==> src/rtl/muldiv_unit.sv <==
// Iterative radix-2 RV32M multiply/divide unit, one bit per cycle, 34-cycle latency at XLEN=32.
// Optional macro MULDIV_FASTPATH_EN: zero/overflow/divide-by-zero requests complete in one cycle.
module muldiv_unit #(
    parameter int unsigned XLEN = 32
) (
    input  logic            clk,
    input  logic            reset_n,
    input  logic            Start,
    input  logic            Kill,
    input  logic [2:0]      MulDivOp,
    input  logic [XLEN-1:0] SrcA,
    input  logic [XLEN-1:0] SrcB,
    output logic            Busy,
    output logic            Done,
    output logic [XLEN-1:0] Result
);
    localparam int unsigned CNT_W = $clog2(XLEN);
    localparam logic [XLEN-1:0] MIN_NEG = {1'b1, {(XLEN-1){1'b0}}};

    typedef enum logic [1:0] {IDLE = 2'd0, CALC = 2'd1, FIX = 2'd2, DONE = 2'd3} state_e;

    state_e            state_q, state_d;
    logic [2:0]        op_q, op_d;
    logic [CNT_W-1:0]  cnt_q, cnt_d;
    logic [2*XLEN-1:0] acc_q, acc_d;
    logic [XLEN-1:0]   opnd_q, opnd_d;
    logic [XLEN-1:0]   a_raw_q, a_raw_d;
    logic [XLEN-1:0]   result_q, result_d;
    logic              sign_a_q, sign_a_d, sign_b_q, sign_b_d;
    logic              div_zero_q, div_zero_d, ovf_q, ovf_d;
    logic              busy_q, busy_d, done_q, done_d;

    logic              accept, a_signed, b_signed, sign_a_in, sign_b_in;
    logic              div_zero_in, ovf_in, fast_hit;
    logic [XLEN-1:0]   a_mag, b_mag;

    // Request decode: operand magnitudes and special-case detection
    always_comb begin
        accept      = (state_q == IDLE) && Start && !Kill;
        a_signed    = MulDivOp inside {3'b001, 3'b010, 3'b100, 3'b110};
        b_signed    = MulDivOp inside {3'b001, 3'b100, 3'b110};
        sign_a_in   = a_signed && SrcA[XLEN-1];
        sign_b_in   = b_signed && SrcB[XLEN-1];
        a_mag       = sign_a_in ? -SrcA : SrcA;
        b_mag       = sign_b_in ? -SrcB : SrcB;
        div_zero_in = MulDivOp[2] && (SrcB == '0);
        ovf_in      = MulDivOp[2] && !MulDivOp[0] && (SrcA == MIN_NEG) && (SrcB == '1);
    end

`ifdef MULDIV_FASTPATH_EN
    logic [XLEN-1:0] fast_res;
    always_comb begin
        fast_hit = div_zero_in || ovf_in || (SrcA == '0) || (!MulDivOp[2] && (SrcB == '0));
        fast_res = '0;
        if (div_zero_in) begin
            fast_res = MulDivOp[1] ? SrcA : '1;
        end else if (ovf_in) begin
            fast_res = MulDivOp[1] ? '0 : MIN_NEG;
        end
    end
`else
    assign fast_hit = 1'b0;
`endif

    always_ff @(posedge clk or negedge reset_n) begin
        if (!reset_n) begin
            state_q    <= IDLE;
            op_q       <= '0;
            cnt_q      <= '0;
            acc_q      <= '0;
            opnd_q     <= '0;
            a_raw_q    <= '0;
            result_q   <= '0;
            sign_a_q   <= 1'b0;
            sign_b_q   <= 1'b0;
            div_zero_q <= 1'b0;
            ovf_q      <= 1'b0;
            busy_q     <= 1'b0;
            done_q     <= 1'b0;
        end else begin
            state_q    <= state_d;
            op_q       <= op_d;
            cnt_q      <= cnt_d;
            acc_q      <= acc_d;
            opnd_q     <= opnd_d;
            a_raw_q    <= a_raw_d;
            result_q   <= result_d;
            sign_a_q   <= sign_a_d;
            sign_b_q   <= sign_b_d;
            div_zero_q <= div_zero_d;
            ovf_q      <= ovf_d;
            busy_q     <= busy_d;
            done_q     <= done_d;
        end
    end

    // Next state; Kill overrides everything
    always_comb begin
        state_d = state_q;
        unique case (state_q)
            IDLE:    if (accept) state_d = fast_hit ? DONE : CALC;
            CALC:    if (cnt_q == CNT_W'(XLEN - 1)) state_d = FIX;
            FIX:     state_d = DONE;
            DONE:    state_d = IDLE;
            default: state_d = IDLE;
        endcase
        if (Kill) state_d = IDLE;
    end

    logic [XLEN:0]     mul_sum, div_shift, div_diff;
    logic [2*XLEN-1:0] prod_s;
    logic [XLEN-1:0]   quot_s, rem_s, fix_res;

    // Sign correction and final result selection, special cases forced
    always_comb begin
        prod_s  = (sign_a_q ^ sign_b_q) ? -acc_q : acc_q;
        quot_s  = (sign_a_q ^ sign_b_q) ? -acc_q[XLEN-1:0] : acc_q[XLEN-1:0];
        rem_s   = sign_a_q ? -acc_q[2*XLEN-1:XLEN] : acc_q[2*XLEN-1:XLEN];
        fix_res = '0;
        unique case (op_q)
            3'b000:                 fix_res = prod_s[XLEN-1:0];
            3'b001, 3'b010, 3'b011: fix_res = prod_s[2*XLEN-1:XLEN];
            3'b100, 3'b101:         fix_res = div_zero_q ? '1 : (ovf_q ? MIN_NEG : quot_s);
            default:                fix_res = div_zero_q ? a_raw_q : (ovf_q ? '0 : rem_s);
        endcase
    end

    // Datapath and registered outputs
    always_comb begin
        op_d       = op_q;
        cnt_d      = cnt_q;
        acc_d      = acc_q;
        opnd_d     = opnd_q;
        a_raw_d    = a_raw_q;
        result_d   = result_q;
        sign_a_d   = sign_a_q;
        sign_b_d   = sign_b_q;
        div_zero_d = div_zero_q;
        ovf_d      = ovf_q;
        busy_d     = (state_d != IDLE);
        done_d     = (state_d == DONE);
        mul_sum    = {1'b0, acc_q[2*XLEN-1:XLEN]} + (acc_q[0] ? {1'b0, opnd_q} : '0);
        div_shift  = acc_q[2*XLEN-1:XLEN-1];
        div_diff   = div_shift - {1'b0, opnd_q};
        unique case (state_q)
            IDLE: begin
                if (accept) begin
                    // multiply: acc low = multiplier; divide: acc low = dividend
                    op_d       = MulDivOp;
                    cnt_d      = '0;
                    acc_d      = {{XLEN{1'b0}}, (MulDivOp[2] ? a_mag : b_mag)};
                    opnd_d     = MulDivOp[2] ? b_mag : a_mag;
                    a_raw_d    = SrcA;
                    sign_a_d   = sign_a_in;
                    sign_b_d   = sign_b_in;
                    div_zero_d = div_zero_in;
                    ovf_d      = ovf_in;
`ifdef MULDIV_FASTPATH_EN
                    if (fast_hit) result_d = fast_res;
`endif
                end
            end
            CALC: begin
                cnt_d = cnt_q + CNT_W'(1);
                if (op_q[2]) begin
                    acc_d = div_diff[XLEN] ? {div_shift[XLEN-1:0], acc_q[XLEN-2:0], 1'b0}
                                           : {div_diff[XLEN-1:0], acc_q[XLEN-2:0], 1'b1};
                end else begin
                    acc_d = {mul_sum, acc_q[XLEN-1:1]};
                end
            end
            FIX:     result_d = fix_res;
            default: ;
        endcase
        if (Kill) result_d = result_q;
    end

    assign Busy   = busy_q;
    assign Done   = done_q;
    assign Result = result_q;

endmodule

==> config.mk <==
export PLATFORM = sky130hd
export DESIGN_NAME = muldiv_unit
export DESIGN_NICKNAME = d
export VERILOG_FILES = /design/src/rtl/muldiv_unit.sv
export SDC_FILE = /design/constraint.sdc
export NUM_CORES = 1
export LEC_CHECK = 0
export BUFFER_PORTS_ARGS = -buffer_cell sky130_fd_sc_hd__buf_2
export CAP_MARGIN = 0
export CORE_MARGIN = 4
export CORE_UTILIZATION = 57
export DETAILED_ROUTE_END_ITERATION = 6
export GPL_TIMING_DRIVEN = 0
export PLACE_DENSITY_LB_ADDON = 0.08
export SYNTH_ARGS = -nofsm -noshare
export SYNTH_HDL_FRONTEND = slang
export SYNTH_SLANG_ARGS = --single-unit
export TNS_END_PERCENT = 100
==> constraint.sdc <==
create_clock -name clk -period 3.42 [get_ports clk]
set_input_delay 0.513 -clock clk [delete_from_list [all_inputs] [get_ports clk]]
set_output_delay 0.513 -clock clk [all_outputs]
set_load 0.01 [all_outputs]
==> results.txt <==
The flow ran to the end, and the final reports show no timing, DRC or antenna violations. The total power draw came out at 14.7 mW. The number of antenna violations at the first check in global routing is 1. The final critical-path share of the clock period is between 90% and 100%. The final non-filler cell total came out at roughly 2600. Walking the worst path, the cells encountered are clkbuf_1 > or4_1 > nor4_4 > nand3_2 > o21ai_1 > o21ai_1 > a21oi_1 > xnor2_1 > a221oi_1 > o31ai_1. By count the netlist is led by sky130_fd_sc_hd__nand2_1 (287), sky130_fd_sc_hd__dfrtp_1 (176), sky130_fd_sc_hd__o21ai_0 (161). The clock latency at the later pin of the worst-skew pair came out at approximately 460 ps.

The residual antenna-violating net count after detailed routing is 0. The register bit count reported by yosys came out at roughly 180. The fraction of layout instances using a drive strength above 1 is 12.6%. The number of buffers and inverters on the critical path is 1.

The placeable core region came out at between 20000 and 30000 um2. The worst setup path is captured at a flop. The number of antenna diodes in the final layout is 0.

The number of pins exceeding their max-slew limit in the final report came to 0. Sorting the synthesized cells by area gives the leading types as sky130_fd_sc_hd__dfrtp_1 (28%), sky130_fd_sc_hd__xnor2_1 (7.7%), sky130_fd_sc_hd__nand2_1 (6.8%). The number of CTS-inserted buffers is 17. In this run the vertical extent of the chip is 175 um. The post-detailed-routing wire length is 66700 um. The count of TritonRoute iterations in the first routing pass is 6. The total half-perimeter wirelength after legalization and detailed placement is just over 50000 um.

The count of cell instances traversed by the critical path came out at 10. The worst-case headroom to the max-slew limit came out at roughly 31%. After clock tree synthesis, the clock-pin slew on the worst setup and hold paths is approximately 90 ps.

The critical path required time is 3730 ps. TritonCTS built the clock tree. Setup violations remaining at the end of the flow were counted as 0. The die covers between 30000 and 40000 um2. The total of warnings raised by yosys came out at 0. The top layer reached by signal wires is met4. Of all nets on the critical path, the largest fanout is 8. Input and output buffers added on the ports amount to 103.

The final layout net count came out at 2316. For this design, the slowest cell found on the critical path is sky130_fd_sc_hd__or4_1. In this run the worst setup path begins at acc_q[13]. The average instance in the mapped netlist occupies 7.82 um2. The number of core rows came out at 60.

Counting every sink on the clock net gives between 150 and 200. The synthesized netlist cell count is 2024. sky130_fd_sc_hd__dfrtp_1 takes more of the synthesized area than any other cell. The level count of the clock H-tree is 4.

The number of unique standard cell types used by synthesis is 78. The synthesized net count is 2168. The synthesized area came out at 15800 um2. The worst setup path is launched from a flop. The actual slew at the worst max-slew pin is about 1000 ps. The maximum achievable frequency is 295 MHz. The congestion estimate from routability-driven global placement came to 1.05. The total congestion overflow after global routing is 0. The clock passes through at most 2 buffers.

The largest net degree at the start of global routing came out at 92. sky130_fd_sc_hd__nand2_1 is the most common cell in the netlist. For flop-to-flop paths, the worst setup slack is 30 ps.

Setup repair after global routing could not meet its margin everywhere. The violation count after the first detailed-routing iteration is between 2000 and 3000. The capture instance of the worst register-to-register path is Result[22]. The flip-flop cell with the highest count after synthesis is sky130_fd_sc_hd__dfrtp_1. The detailed router placed ~17000 vias in this run. The worst-case IR drop observed on VDD is slightly above 0.0004 V. The global-route wire length before repair came out at 98500 um.

The total leakage power came out at about 7.8 nW. In this run the critical register-to-register path is launched from acc_q[13]. The kind of cell with the highest combined delay along the critical path is compound AO/OA/AOI/OAI gates. The count of cells along the worst register-to-register path came out at 10.

After clock tree synthesis, the flow added hold-fix buffers numbering 0. The critical path ends at Result[22]. Counting tap cells, the placed design contains a total of 2500 instances.

In this run the worst hold path is classified as input port to asynchronous set/reset pin. Summed over its instances, the top area cell type makes up 27.8% of the synthesized netlist area. The count of maximum capacitance violations is 0. The share of synthesized area occupied by flip-flops and latches is 27.8%. The detailed route wirelength on metal2 is 27200 um. The synthesized design contains 0 enable-type register cells. Among the stages of the critical path, the cell type that occurs most often is sky130_fd_sc_hd__o21ai_1. The wire length on met1 came out at between 20000 and 30000 um. The tree is rooted in a sky130_fd_sc_hd__clkbuf_16.

The count of boundary I/O pins came out at 105. The largest incremental delay on the critical path is 630 ps. The final-report hold violation count came out at 0.

The critical path arrival is roughly 3700 ps. The power per cell area is slightly above 800 nW/um2. The via count normalized by instance count is approximately 6.8. Dividing the detail-routed wire length by the instance count gives 26.1 um.

The remaining design rule violation count came out at 0. The met3 routed wirelength came out at 9010 um. The initial cell density of the core is 58.4%. The number of global-route vias before repair is 16265.

The setup path with the least slack is of type flop to flop. The overall routing resource usage came out at 42.1%. Counting I/O delays and the setup requirement, the final critical path takes 3390 ps. The die width came out at 175 um. The fraction of synthesis flops using an asynchronous set or reset pin is 100%. The synthesis-to-layout area growth came out at 14.2%. The worst clock skew came out at 18.7 ps.
sequential cells by signal, summed over array words and instances (netlist names):
signal	flops
cnt_q	5
Busy	1
sign_b_q	1
op_q	3
ovf_q	1
acc_q	64
opnd_q	32
sign_a_q	1
Result	32
Done	1
div_zero_q	1
a_raw_q	32
state_q	2
layer usage:
metal	up-vias	GRT usage [%]
li1	7609	-
met1	8111	57.1
met2	1355	60.5
met3	295	12.1
met4	0	23.3
met5	-	0
timing repair:
action / in CTS / in global routing
pin swaps: 6 / 25
setup endpoints to repair: 50 / 49
buffers inserted: 5 / 21
resized for setup: 46 / 65
cloned: 0 / 2
layout by cell type, fill, tap and decap left out, drive strengths merged, types with 6 or more instances in the layout:
| cell | n |
|---|---|
| a211oi | 48 |
| a21o | 43 |
| a21oi | 145 |
| a221oi | 57 |
| a22oi | 29 |
| a31oi | 24 |
| and2 | 7 |
| and3 | 6 |
| buf | 158 |
| clkbuf | 150 |
| clkinv | 6 |
| dfrtp | 176 |
| ha | 71 |
| inv | 70 |
| mux2i | 57 |
| nand2 | 287 |
| nand2b | 19 |
| nand3 | 21 |
| nand4 | 21 |
| nor2 | 151 |
| nor2b | 11 |
| nor3 | 37 |
| nor4 | 17 |
| o211ai | 29 |
| o21a | 11 |
| o21ai | 168 |
| o21bai | 10 |
| o221ai | 8 |
| o31ai | 37 |
| o41ai | 14 |
| or3 | 16 |
| or4 | 15 |
| xnor2 | 139 |
| xor2 | 70 |
worst min path at each step:
stage	slack, ps	start	endpoint	depth (start not counted)
2_1_floorplan	220	reset_n	Busy	0
3_3_place_gp	460	a_raw_q[8]	a_raw_q[8]	2
3_5_place_dp	470	a_raw_q[28]	a_raw_q[28]	2
4_1_cts	100	reset_n	acc_q[46]	1
5_1_grt	130	reset_n	acc_q[46]	1
6_report	60	reset_n	acc_q[46]	1
logic make-up (layout without fill, tap and decap cells):
kind of cell / Yosys count / in the layout / synth area share [%]
compound gates: 654 / 654 / 27.0
xor+xnor: 209 / 209 / 11.6
fa+ha+maj: 73 / 73 / 5.87
buf+inv: 224 / 385 / 5.54
flops: 176 / 176 / 27.8
mux: 62 / 62 / 3.96
simple gates: 626 / 626 / 18.2
cell type report:
type	count	area (um2)
inverters	63	236
plain buffers	159	684
fillers	2312	9030
flip-flops and latches	176	4410
well taps	372	465
repair buffers	131	773
clock buffers	18	429
multi-input cells	1624	10900
clock inverters	14	166
stage by stage:
| stage | area (um2) | setup WS (ps) | hold WS [ps] | utilization (%) | setup TNS [ps] |
|---|---|---|---|---|---|
| 6_report | 18100 | 25.7 | 62.2 | 66.7 | 0 |
| 5_1_grt | 18100 | -31.7 | 129 | 66.7 | -159 |
| 4_1_cts | 17600 | 2.43 | 97.2 | 65.1 | 0 |
| 3_5_place_dp | 16800 | -985 | 467 | 62.2 | -27350 |
| 3_3_place_gp | 16800 | -988 | 455 | 62.0 | -195870 |
| 2_1_floorplan | 15800 | 120 | 217 | - | 0 |
report_power, final:
group	internal, mW	switching, mW
Clock	1.05	1.03
Sequential	2.58	0.650
Combinational	3.61	5.74
(Power assumes the default switching activity.)
